<file path="config.mk">
export PLATFORM = sky130hd
export DESIGN_NAME = xadc_drp_reader
export DESIGN_NICKNAME = d
export VERILOG_FILES = /design/src/rtl/xadc_pkg.sv /design/src/rtl/xadc_drp_reader.sv
export SDC_FILE = /design/constraint.sdc
export NUM_CORES = 1
export LEC_CHECK = 0
export ABC_AREA = 1
export CORE_MARGIN = 2
export CORE_UTILIZATION = 38
export DETAILED_ROUTE_END_ITERATION = 7
export GPL_TIMING_DRIVEN = 0
export PLACE_DENSITY = 0.65
export SKIP_CTS_REPAIR_TIMING = 1
export SLEW_MARGIN = 20
export SYNTH_ARGS = -nofsm -noshare
export SYNTH_HDL_FRONTEND = slang
export SYNTH_SLANG_ARGS = --single-unit
</file>
<file path="constraint.sdc">
create_clock -name dclk_in -period 3.7 [get_ports dclk_in]
set_clock_uncertainty 0.2 [all_clocks]
set_input_delay 1.11 -clock dclk_in [delete_from_list [all_inputs] [get_ports dclk_in]]
set_output_delay 1.11 -clock dclk_in [all_outputs]
set_load 0.005 [all_outputs]
</file>
<file path="src/rtl/xadc_pkg.sv">
// xadc_pkg: state encoding, DRP addresses and result-field bounds shared by the XADC DRP reader.
package xadc_pkg;

    typedef enum logic [2:0] {
        IDLE,
        REQ_A,
        WAIT_A,
        REQ_B,
        WAIT_B,
        OUTPUT
    } xadc_drp_reader_state_t;

    localparam logic [6:0] VAUX4_ADDR  = 7'h14;
    localparam logic [6:0] VAUX12_ADDR = 7'h1C;

    localparam int RES_MSB = 15;
    localparam int RES_LSB = 4;
    localparam int RES_W   = RES_MSB - RES_LSB + 1;

endpackage

</file>
<file path="src/rtl/xadc_drp_reader.sv">
// xadc_drp_reader: on each XADC end-of-sequence reads two aux result registers over DRP and
// publishes them as a sample pair on a valid/ready stream, flagging DRP timeouts and dropped sequences.
module xadc_drp_reader
    import xadc_pkg::*;
#(
    parameter logic [6:0]  CH_A_ADDR   = VAUX4_ADDR,
    parameter logic [6:0]  CH_B_ADDR   = VAUX12_ADDR,
    parameter int unsigned DRP_TIMEOUT = 16
) (
    input  logic             dclk_in,
    input  logic             reset_n_in,
    input  logic             eos_in,
    output logic             den_out,
    output logic             dwe_out,
    output logic [6:0]       daddr_out,
    output logic [15:0]      di_out,
    input  logic             drdy_in,
    input  logic [15:0]      do_in,
    output logic [RES_W-1:0] sample_a_out,
    output logic [RES_W-1:0] sample_b_out,
    output logic             sample_valid_out,
    input  logic             sample_ready_in,
    output logic             timeout_out,
    output logic [7:0]       overrun_count_out
);

    // The timer starts at 0 on the first WAIT cycle, so this value is reached DRP_TIMEOUT-1 cycles after den.
    localparam logic [7:0] TMO_LAST = 8'(DRP_TIMEOUT - 2);

    xadc_drp_reader_state_t state;
    logic [7:0]       timer;
    logic [RES_W-1:0] a_reg;
    logic             handshake;
    logic             in_wait;
    logic             timed_out;
    logic             do_unused;

    assign handshake = (state == OUTPUT) && sample_ready_in;
    assign in_wait   = (state == WAIT_A) || (state == WAIT_B);
    assign timed_out = in_wait && !drdy_in && (timer == TMO_LAST);
    assign do_unused = ^do_in[RES_LSB-1:0];
    assign dwe_out   = 1'b0;
    assign di_out    = '0;

    always_ff @(posedge dclk_in or negedge reset_n_in) begin
        if (!reset_n_in) begin
            state             <= IDLE;
            timer             <= '0;
            a_reg             <= '0;
            den_out           <= 1'b0;
            daddr_out         <= '0;
            sample_a_out      <= '0;
            sample_b_out      <= '0;
            sample_valid_out  <= 1'b0;
            timeout_out       <= 1'b0;
            overrun_count_out <= '0;
        end else begin
            den_out     <= 1'b0;
            timeout_out <= timed_out;
            if (eos_in && state != IDLE && !handshake && overrun_count_out != 8'hFF)
                overrun_count_out <= overrun_count_out + 8'd1;
            if (in_wait)
                timer <= timer + 8'd1;
            case (state)
                IDLE: begin
                    if (eos_in) begin
                        state     <= REQ_A;
                        den_out   <= 1'b1;
                        daddr_out <= CH_A_ADDR;
                    end
                end
                REQ_A: begin
                    state <= WAIT_A;
                    timer <= '0;
                end
                WAIT_A: begin
                    if (drdy_in) begin
                        a_reg     <= do_in[RES_MSB:RES_LSB];
                        state     <= REQ_B;
                        den_out   <= 1'b1;
                        daddr_out <= CH_B_ADDR;
                    end else if (timed_out) begin
                        state <= IDLE;
                    end
                end
                REQ_B: begin
                    state <= WAIT_B;
                    timer <= '0;
                end
                WAIT_B: begin
                    if (drdy_in) begin
                        sample_a_out     <= a_reg;
                        sample_b_out     <= do_in[RES_MSB:RES_LSB];
                        sample_valid_out <= 1'b1;
                        state            <= OUTPUT;
                    end else if (timed_out) begin
                        state <= IDLE;
                    end
                end
                OUTPUT: begin
                    if (sample_ready_in) begin
                        sample_valid_out <= 1'b0;
                        state            <= eos_in ? REQ_A : IDLE;
                        if (eos_in) begin
                            den_out   <= 1'b1;
                            daddr_out <= CH_A_ADDR;
                        end
                    end
                end
                default: state <= IDLE;
            endcase
        end
    end

endmodule
</file>
==> flow_metrics.tcl <==
set metrics [dict create \
    netSwitchingFraction_pct 34.6 \
    vias 2355 \
    reg2reg_from "overrun_count_out[0]$_DFFE_PN0P_" \
    netlist_area_sq_um 2960 \
    drc 0 \
    finalSetupTns_ns 0 \
    maxCapViolCount 0 \
    power.share.clock_pct 22.4 \
    fp.dieW_microns 92.2 \
    synth_edf_count 0 \
    htreeDepth 3 \
    worstPathCellList "clkdlybuf4s50_1" \
    synthCells 346 \
    initial_core_util_pct 38.7 \
    hold_viol_final 0 \
    yosysWarnings 0 \
    utilization_pct 51.3 \
    pwr-share-comb_pct 37.6 \
    max_stage_delay_ns 0.54 \
    vdd_drop_max_mv 0.340 \
    cts_tree "built" \
    clock_sinks 60 \
    pwr_density_cell_nw_per_um2 680 \
    crit_slowest_cell "clkdlybuf4s50_1" \
    clk_pin_slew_ns 0.08 \
    insertion_delay_ns 0.34 \
    critPathBufInv 1 \
    drv_slew 0 \
    synthArstFlopShare_pct 100 \
    synth_seq_cells 60 \
    synth_cell_types 30 \
    yosys-top-cells-area "dfrtp_1, nand2_1, buf_4" \
    power_uw 2670 \
    dp_hpwl_microns 4420 \
    cts_made_buffers 9 \
    grt_max_degree 58 \
    gp_congestion 0.833 \
    use_met2_pct 24.2 \
    required_ns 2.39 \
    min_from "sample_a_out[8]$_DFFE_PN0P_" \
    antenna_found_initial 0 \
    status "completed" \
    period_minus_slack_ns 2.63 \
    viasPerCell 4.37 \
    cpLargestDelayFamily "buffers and inverters" \
    max_freq_mhz 380 \
    grt_pass1_wl_microns 10400 \
    drt_wl_total_microns 6160 \
    critPathKind "reg -> out" \
    drive_above_1_share_pct 17.4 \
    cts_root_buf "clkbuf_8" \
    startpoint_type "flip-flop" \
    num_rows 32 \
    synth_ff_type "dfrtp_1" \
    avgSynthCellArea_sq_um 8.55 \
    layout-area-overhead-vs-synth_pct 32.7 \
    worst-path-max-fanout 6 \
    numPortBuffers 54 \
    ios 80 \
    yosysSeqAreaShare_pct 50.7 \
    insertedDiodeCount 0 \
    met3_usage_pct 4.27 \
    cts.path.max_buffers 2 \
    crit_start "overrun_count_out[5]$_DFFE_PN0P_" \
    drt_pass1_iterations 4 \
    finalSetupViolations 0 \
    fillers 723 \
    worstPathArrival_ns 1.32 \
    endpoint_kind "output port" \
    rsz0062_at_grt "no" \
    die_area_sq_um 8510 \
    drt_iter0_drc 129 \
    yosysTopAreaCellShare_pct 50.7 \
    fin_nets 456 \
    avgRoutedWirePerCell_microns 11.4 \
    p_sw_uw 924 \
    fp.coreArea_sq_um 7650 \
    p_seq_share_pct 40.0 \
    die_h_microns 92.2 \
    synth_area_leader_cell "dfrtp_1" \
    ant_nets 0 \
    use_met1_pct 20.7 \
    grtUsageTotal_pct 15.6 \
    grt_most_used_layer "met2" \
    p_int_uw 1740 \
    fin_crit_sh_pct 71.2 \
    grt-ovfl-total 0 \
    power.leakage_uw 0.00207 \
    hold_path_class "reg -> reg" \
    ff2ff_setup_slack_ns 2.08 \
    grt_pass1_vias 2193 \
]
==> power by group through the flow <==
stage | sequential, uW | clock, uW | combinational, uW
finish | 1070 | 597 | 1000
floorplan | 1070 | 0 | 523
global route | 1100 | 645 | 1130
global placement | 1070 | 0 | 989
detailed placement | 1080 | 0 | 1020
CTS | 1070 | 615 | 1020
==> metrics by stage <==
step / worst slack (ns) / area (sq um) / std cells / hold slack, ns
2_1_floorplan: 1.80 / 3030 / 366 / 0.249
3_3_place_gp: -0.640 / 3700 / 522 / 0.260
3_5_place_dp: 0.830 / 3730 / 523 / 0.258
4_1_cts: 1.04 / 3930 / 539 / 0.275
5_1_grt: 0.994 / 3930 / 539 / 0.304
6_report: 1.07 / 3930 / 539 / 0.273
==> layout make-up <==
| type | instances | area, sq um | area share [%] |
|---|---|---|---|
| plain buffers | 28 | 221 | 5.64 |
| clock buffers | 9 | 124 | 3.15 |
| clock inverters | 7 | 75.1 | 1.91 |
| inverters | 46 | 175 | 4.46 |
| multi-input cells | 232 | 1140 | 28.9 |
| flip-flops and latches | 60 | 1500 | 38.2 |
| well taps | 102 | 128 | 3.25 |
| repair buffers | 55 | 566 | 14.4 |
==> synthesized netlist by cell type (7+ instances only) <==
cell,instances
dfrtp_1,60
buf_4,23
o21ai_2,12
nand2_1,113
inv_1,41
nand3_1,18
nand4_1,7
nor2_1,12
o21ai_0,15
==> path summary, 6_finish.rpt <==
check                      cells after the start                          endpoint
max                                            1              overrun_count_out[5]
min in group asynchronous                      1       sample_b_out[1]$_DFFE_PN0P_
min reg2reg                                    2       sample_a_out[8]$_DFFE_PN0P_
max in group asynchronous                      2       sample_a_out[1]$_DFFE_PN0P_
min                                            2       sample_a_out[8]$_DFFE_PN0P_
max reg2reg                                    8  overrun_count_out[7]$_DFFE_PN0P_
==> routing by layer <==
metal	share of wire (%)	vias up
li1	-	1210
met2	46	57
met5	0	-
met4	1.9	0
met3	4.5	10
met1	47	1078
==> kinds of logic after synthesis <==
kind of cell,after synthesis,synth area share [%]
adders and majority gates,3,1.27
and+or+nand+nor,165,24.7
buffers and inverters,74,13.4
AOI/OAI and AO/OA,39,8.58
xor gates and xnor gates,4,1.18
other,1,0.127
DFF,60,50.7
==> cell usage in the layout, fill, tap and decap left out, types with 7 or more instances in the layout <==
cell,Yosys,final
o21ai_2,12,12
nand2_1,113,113
o21ai_0,15,15
inv_1,41,41
dfrtp_1,60,60
nand4_1,7,7
nor2_1,12,12
nand3_1,18,18
clkdlybuf4s50_1,0,53
buf_4,23,24
conb_1,1,21
clkbuf_8,0,9
Power figures use the tool's default switching activity.
